[src/rtl/store_sequencer.sv]
// Store-instruction control sequencer: a Moore FSM that steps a single-bus datapath
// through fetch (T0..T2) and a base-plus-offset store (T3..T7), with a bounded wait
// on each memory handshake and a sticky error state on timeout.
module store_sequencer #(
  parameter int unsigned WAIT_MAX = 15
) (
  input  logic       clk,
  input  logic       reset,
  input  logic       start,
  input  logic       mem_ack,
  output logic       IncPC,
  output logic       PCin,
  output logic       MARin,
  output logic       MDRin,
  output logic       MDRout,
  output logic       IRin,
  output logic       Grb,
  output logic       Gra,
  output logic       BAout,
  output logic       Rout,
  output logic       Yin,
  output logic       Cout,
  output logic       Zin,
  output logic       Zlowout,
  output logic       ADD,
  output logic       Read,
  output logic       read_mem,
  output logic       write_mem,
  output logic       busy,
  output logic       done,
  output logic       err,
  output logic [3:0] step
);

  typedef enum logic [3:0] {
    StIdle = 4'd0,
    StT0   = 4'd1,
    StT1   = 4'd2,
    StT2   = 4'd3,
    StT3   = 4'd4,
    StT4   = 4'd5,
    StT5   = 4'd6,
    StT6   = 4'd7,
    StT7   = 4'd8,
    StDone = 4'd9,
    StErr  = 4'd10
  } state_e;

  typedef struct packed {
    logic inc_pc;
    logic pc_in;
    logic mar_in;
    logic mdr_in;
    logic mdr_out;
    logic ir_in;
    logic grb;
    logic gra;
    logic ba_out;
    logic r_out;
    logic y_in;
    logic c_out;
    logic z_in;
    logic zlow_out;
    logic add;
    logic read;
    logic read_mem;
    logic write_mem;
    logic busy;
    logic done;
    logic err;
  } ctrl_t;

  localparam logic [3:0] WaitMax = 4'(WAIT_MAX);

  state_e     state_q, state_d;
  logic [3:0] cnt_q, cnt_d;
  ctrl_t      ctrl_q;

  // Control word for a given state; everything not named is 0.
  function automatic ctrl_t decode(state_e s);
    ctrl_t c;
    c = '0;
    case (s)
      StT0:   begin c.inc_pc = 1'b1; c.mar_in = 1'b1; c.pc_in = 1'b1; c.busy = 1'b1; end
      StT1:   begin c.read = 1'b1; c.mdr_in = 1'b1; c.read_mem = 1'b1; c.busy = 1'b1; end
      StT2:   begin c.mdr_out = 1'b1; c.ir_in = 1'b1; c.busy = 1'b1; end
      StT3:   begin c.grb = 1'b1; c.ba_out = 1'b1; c.y_in = 1'b1; c.busy = 1'b1; end
      StT4:   begin c.c_out = 1'b1; c.add = 1'b1; c.z_in = 1'b1; c.busy = 1'b1; end
      StT5:   begin c.zlow_out = 1'b1; c.mar_in = 1'b1; c.busy = 1'b1; end
      // Read stays 0 so MDR loads the store data from the bus.
      StT6:   begin c.gra = 1'b1; c.r_out = 1'b1; c.mdr_in = 1'b1; c.busy = 1'b1; end
      StT7:   begin c.write_mem = 1'b1; c.busy = 1'b1; end
      StDone: c.done = 1'b1;
      StErr:  c.err = 1'b1;
      default: c = '0;
    endcase
    return c;
  endfunction

  // Next-state and wait-counter logic; mem_ack wins over the timeout on the last cycle.
  always_comb begin
    state_d = state_q;
    cnt_d   = cnt_q;
    case (state_q)
      StIdle: if (start) state_d = StT0;
      StT0:   begin state_d = StT1; cnt_d = '0; end
      StT1: begin
        if (mem_ack)               state_d = StT2;
        else if (cnt_q == WaitMax) state_d = StErr;
        else                       cnt_d = cnt_q + 4'd1;
      end
      StT2:   state_d = StT3;
      StT3:   state_d = StT4;
      StT4:   state_d = StT5;
      StT5:   state_d = StT6;
      StT6:   begin state_d = StT7; cnt_d = '0; end
      StT7: begin
        if (mem_ack)               state_d = StDone;
        else if (cnt_q == WaitMax) state_d = StErr;
        else                       cnt_d = cnt_q + 4'd1;
      end
      StDone: state_d = StIdle;
      StErr:  state_d = StErr;
      default: state_d = StIdle;
    endcase
  end

  // State, counter and output registers; outputs are the decode of the next state so
  // that after the edge they match the registered state exactly.
  always_ff @(posedge clk) begin
    if (reset) begin
      state_q <= StIdle;
      cnt_q   <= '0;
      ctrl_q  <= '0;
    end else begin
      state_q <= state_d;
      cnt_q   <= cnt_d;
      ctrl_q  <= decode(state_d);
    end
  end

  assign IncPC     = ctrl_q.inc_pc;
  assign PCin      = ctrl_q.pc_in;
  assign MARin     = ctrl_q.mar_in;
  assign MDRin     = ctrl_q.mdr_in;
  assign MDRout    = ctrl_q.mdr_out;
  assign IRin      = ctrl_q.ir_in;
  assign Grb       = ctrl_q.grb;
  assign Gra       = ctrl_q.gra;
  assign BAout     = ctrl_q.ba_out;
  assign Rout      = ctrl_q.r_out;
  assign Yin       = ctrl_q.y_in;
  assign Cout      = ctrl_q.c_out;
  assign Zin       = ctrl_q.z_in;
  assign Zlowout   = ctrl_q.zlow_out;
  assign ADD       = ctrl_q.add;
  assign Read      = ctrl_q.read;
  assign read_mem  = ctrl_q.read_mem;
  assign write_mem = ctrl_q.write_mem;
  assign busy      = ctrl_q.busy;
  assign done      = ctrl_q.done;
  assign err       = ctrl_q.err;
  assign step      = state_q;

endmodule

[config.mk]
export PLATFORM = sky130hd
export DESIGN_NAME = store_sequencer
export DESIGN_NICKNAME = d
export VERILOG_FILES = /design/src/rtl/store_sequencer.sv
export SDC_FILE = /design/constraint.sdc
export NUM_CORES = 1
export LEC_CHECK = 0
export BUFFER_PORTS_ARGS = -buffer_cell sky130_fd_sc_hd__buf_2
export CAP_MARGIN = 20
export CORE_MARGIN = 2
export CORE_UTILIZATION = 45
export DETAILED_ROUTE_END_ITERATION = 8
export PLACE_DENSITY = 0.78
export SLEW_MARGIN = 40
export SYNTH_ARGS = -nofsm -noshare
export SYNTH_HDL_FRONTEND = slang
export SYNTH_SLANG_ARGS = --single-unit
[constraint.sdc]
create_clock -name clk -period 3.9 [get_ports clk]
set_clock_uncertainty 0.2 [all_clocks]
set_input_delay 0.975 -clock clk [delete_from_list [all_inputs] [get_ports clk]]
set_output_delay 0.975 -clock clk [all_outputs]
set_load 0.05 [all_outputs]
* Word level (Yosys, flattened, before mapping)
Index checks and enable logic that the tools add are counted.
Widths: inputs -> output; s select.
** Cells by class
- Multiplexer cells :: 22
- Equality and inequality tests :: 22
- Reductions and logical operators :: 8
- Add/sub/neg operators :: 1
** Operator list (number)
- $pmux 4 s10 :: 1
- $eq 4x3->1 const B :: 8
- $eq 4x4->1 const B :: 6
- $mux 4 :: 6
- $eq 4x2->1 const B :: 4
- $mux 1 :: 10
- $eq 4x1->1 const B :: 2
- $mux 2 :: 4
- $pmux 4 s2 :: 1
- $reduce_or 2->1 :: 4
- $reduce_or 8->1 :: 1
- $add 4x1->4 const B :: 1
- $logic_not 4->1 :: 1
- $ne 2x2->1 const B :: 2
- $reduce_and 3->1 :: 1
- $reduce_bool 2->1 :: 1
** Word-level totals
- Flip-flop bits (word level) :: 26
- Bits of input ports :: 4

* Longest topological paths before layout
- Depth in word-level cells :: 7
- Mapped depth :: 5

* Worst setup path before layout
OpenSTA, ideal clock, no wires.
- Path type :: input port to flip-flop
- Start point :: input mem_ack
- End point :: register ctrl_q (netlist bit MARin)
- Arrival time :: 1.830 ns
- Slack :: 1.783 ns
- Library setup time :: 0.087 ns
- Stages :: 4
- Path through :: a21o_2 > a221o_1 > nor2b_1 > o31ai_1
** Between the ends
- Word-level cells in the longest chain between the ends :: 5
- Elaborated cells between the ends (all ways) :: 7
- Classes of those cells :: eq/ne (2); mux (4); reduce/logical (1)
** RTL lines
- from (decl) :: RTL line 10 : input logic mem_ack,
- $mux 4, on equally long branches :: RTL line 118, 108
- $pmux 4 s10 (*) :: RTL line 104 : case (state_q)
- $eq 4x1->1 or $eq 4x3->1 (tied branches) :: RTL line 83 : case (s)
- $reduce_or 2->1 (no source line) (*)
- $mux 1 (*) :: RTL line 83
- to (signal assigned) :: RTL line 138 : ctrl_q <= decode(state_d);
- to (decl) :: RTL line 77 : ctrl_t ctrl_q;
Every way passes the cells marked *; elsewhere a longest branch is shown, timed or not.
A chain may end at the register's enable or synchronous reset.

* Worst setup path in the final report
- Start point :: register state_q[1] (netlist: step[1])
- End point :: output step[1]
** RTL lines
- from (decl) :: RTL line 75 : state_e state_q, state_d;
- from (signal assigned) :: RTL line 132 : state_q <= StIdle;
- from (signal assigned) :: RTL line 136 : state_q <= state_d;
- to (decl) :: RTL line 32 : output logic [3:0] step
No word-level cell between the ends.

==> summary by stage <==
Yosys
The distinct cell type count after synthesis is 40. The async set-or-reset flop fraction in the synthesized netlist is 0. Dividing the synthesized area by the synthesized cell count gives 9.337 um^2. For this run, the leading register cell type out of synthesis is dfxtp_1. The number of synthesis warnings is 0. The biggest area consumer among synthesized cells is dfxtp_1.

The adder-cell share of the synthesized area is 0.01264. After synthesis, the largest family of logic cells by area is simple AND/OR/NAND/NOR gates. The share of synthesized area in the top cell type comes to 0.4248.

The number of nets in the synthesized netlist is 111. In this run the cell area of the synthesized design comes to 989.7 um^2. The compound-gate portion of the synthesized area was 0.1504. Sorting the synthesized cells by area gives the leading types as dfxtp_1 (42%), buf_4 (8.3%), xnor2_1 (4.4%).

Sorting the synthesized cells by how often they occur yields dfxtp_1 (21), buf_4 (11), nor2_1 (10), nand2_1 (7), nor3_1 (6). The multiplexer share of the synthesized area is 0. The number of flip-flops and latches in the synthesized netlist is 21. The most frequently used cell type in the post-synthesis netlist is dfxtp_1.

The number of enable-type register cells in the synthesized netlist is 0. The xor/xnor cell area share of the yosys netlist is 0.04425. In the synthesized netlist, the number of instances is 106. Of the total synthesized cell area, the portion taken by AND, OR, NAND and NOR gates is 0.2528. The share of the Yosys chip area taken by registers is 0.4248.

STA
In the finished design, the share of the clock period the worst path needs comes to 0.6394. In the final timing run, aggregate negative setup slack is 0 ps. The minimum clock period after layout is 2494 ps.

The hold slack is 352.3 ps. The normalized max-slew margin is 0.6659. The slew of the pin with the lowest slew margin is 500.4 ps. Setup repair after global routing left no endpoint under its margin. The highest clock frequency the design can meet is 0.4010 GHz. The final max-slew violation count was 0. Setup violations remaining at the end of the flow were counted as 0. The final hold violation count is 0.

Critical path
Along the worst path, the maximum fanout reaches 15. The category of cells accounting for the largest share of critical-path delay is flip-flops. STA classifies the critical path startpoint as a register. The critical path is of the reg2out type. The data required time of the critical path is 2720 ps.

The critical path goes through buf_2. STA puts the critical path data arrival time at 1320 ps. For this run, the slowest stage of the critical path takes 650 ps.

Together, buffers and inverters on the worst path number 1. The slowest stage of the critical path belongs to the cell dfxtp_1. STA classifies the critical path endpoint as a primary output.

CTS
The clock transition time at the flip-flop clock pins of the worst setup and hold paths is 110 ps. The clock tree from TritonCTS is yes. The number of setup buffers added after CTS is 0. After clock tree synthesis, the repair step resized 0 gates. The clock latency on the worst-skew pair is 310 ps. The library cell used as clock root buffer is clkbuf_4. The number of clock buffers added by TritonCTS is 3. The H-tree level count is 1.

The buffer depth of the longest clock path is 2. Hold repair after CTS inserted 0 buffers. The clock sink count is 21.

Detailed routing
The total DRC errors in the routed layout is 0. The average routed wire per standard cell is 12.73 um. In this run the remaining antenna-violating nets after routing total 0. After the first detailed-routing iteration, the DRC count stood at 16. In the routed layout, each cell is associated on average with a via count of 5.388.

Wires add up to 1935 um. Summing over every cut layer, the via total after detailed routing is 819. Before antenna repair, the detailed router went through 4 iterations.

Pwr
In this run the power density over the cells is 407.0 nW/um^2. The design draws 0.4445 mW. The worst vdd rail ir drop is 0.0002300 V.

In this run the static leakage power is 0.5121 nW.

Finish
The number of antenna diodes in the final layout is 0. The multi-input combinational cells in the finished layout cover a total of 455.4 um^2. The fraction of layout instances using a drive strength above 1 is 0.3280. The number of filler cells placed in the layout is 203. The filler-free cell count of the finished design is 152. The area growth from synthesis to layout is 10.37%. In the final layout, flip-flops and latches occupy 420.4 um^2. For this run, the post-layout net count is 131.

Global routing
The leftover overflow at the end of global routing is 0. In the global route stage, overall resource usage came out at 0.1733. The first global-routing pass estimated 3305 um of wire. The number of global-route vias before repair was 719.

The maximum number of pins on one net before global-route repair is 16. The initial antenna violation count came to 0.

Floorplanning
The die is 50.90 um wide. For this configuration, the core starts out at a cell density of 0.4895. The die area is 2590 um^2.

The number of cell rows is 16. The number of primary I/O pins is 29. The area inside the core boundary is 2022 um^2.

The die outline height is 50.90 um.

Run status
The run finished with clean final reports.

Placed design
The final weighted congestion in routability-driven placement is 0.8124. The count of placed standard cells including taps is 148. Once detailed placement completed, the half-perimeter wirelength came to 1368 um. The count of input and output buffers is 28.

Run
The reported max-cap violation count is 0.

Min path
The worst hold path class is reg2reg.
==> cell families after synthesis <==
kind of cell | after synthesis
compound gates | 19
xor+xnor | 5
fa+ha+maj | 1
buf+inv | 17
flops | 21
simple gates | 43
==> path summary, 6_finish.rpt <==
path | startpoint | to | slack [ps] | depth (start not counted)
worst max-delay path | step[1] | step[1] | 1410 | 1
worst min register to register | cnt_q[3] | cnt_q[3] | 350 | 2
worst min-delay path | cnt_q[3] | cnt_q[3] | 350 | 2
worst max register to register | step[1] | MARin | 1970 | 4
==> where the power goes <==
| part | total (mW) | internal, mW | switching, mW |
|---|---|---|---|
| Combinational | 0.105 | 0.0292 | 0.0753 |
| Clock | 0.105 | 0.0384 | 0.0667 |
| Sequential | 0.235 | 0.224 | 0.0112 |
| Total | 0.445 | 0.291 | 0.153 |
==> placed cells by master, fill, tap and decap left out, drive strengths merged, types with 2 or more instances in the layout <==
cell and instances:
nor2 10, nand3 3, nor2b 2, a21oi 2
clkbuf 3, xnor2 5, or3 2, nor3 7
dfxtp 21, a211oi 2, inv 4, o21ai 3
nand2 7, and3 5, nand2b 2, buf 28
==> metrics by stage <==
stage / setup WS [ps] / utilization / area [um^2]
floorplan: 1783 / - / 989.7
CTS: 1406 / 0.5402 / 1092
global route: 1327 / 0.5402 / 1092
finish: 1406 / 0.5402 / 1092
detailed placement: 1540 / 0.5266 / 1065
global placement: 1584 / 0.5266 / 1065
==> sequential cells by signal, indices dropped and copies added (netlist names) <==
name / count
Cout: 1
IncPC: 1
MARin: 1
MDRin: 1
MDRout: 1
Read: 1
Rout: 1
Yin: 1
Zlowout: 1
busy: 1
cnt_q: 4
done: 1
err: 1
step: 4
write_mem: 1
==> layout make-up <==
cell class / instances / area share
multi-input cells: 68 / 0.4170
flip-flops and latches: 21 / 0.3849
repair buffers: 28 / 0.1283
well taps: 27 / 0.03093
clock buffers: 3 / 0.02062
inverters: 4 / 0.01375
clock inverters: 1 / 0.004582
==> metal layers <==
| metal | global-route usage | vias to the layer above | wire (um) | part of all wire |
|---|---|---|---|---|
| met5 | 0 | - | 0 | 0 |
| met4 | 0.09459 | 0 | 38 | 0.020 |
| met3 | 0.03801 | 5 | 175 | 0.090 |
| met2 | 0.2632 | 38 | 880 | 0.45 |
| met1 | 0.2288 | 363 | 841 | 0.43 |
| li1 | - | 413 | - | - |
Power figures use the tool's default switching activity.
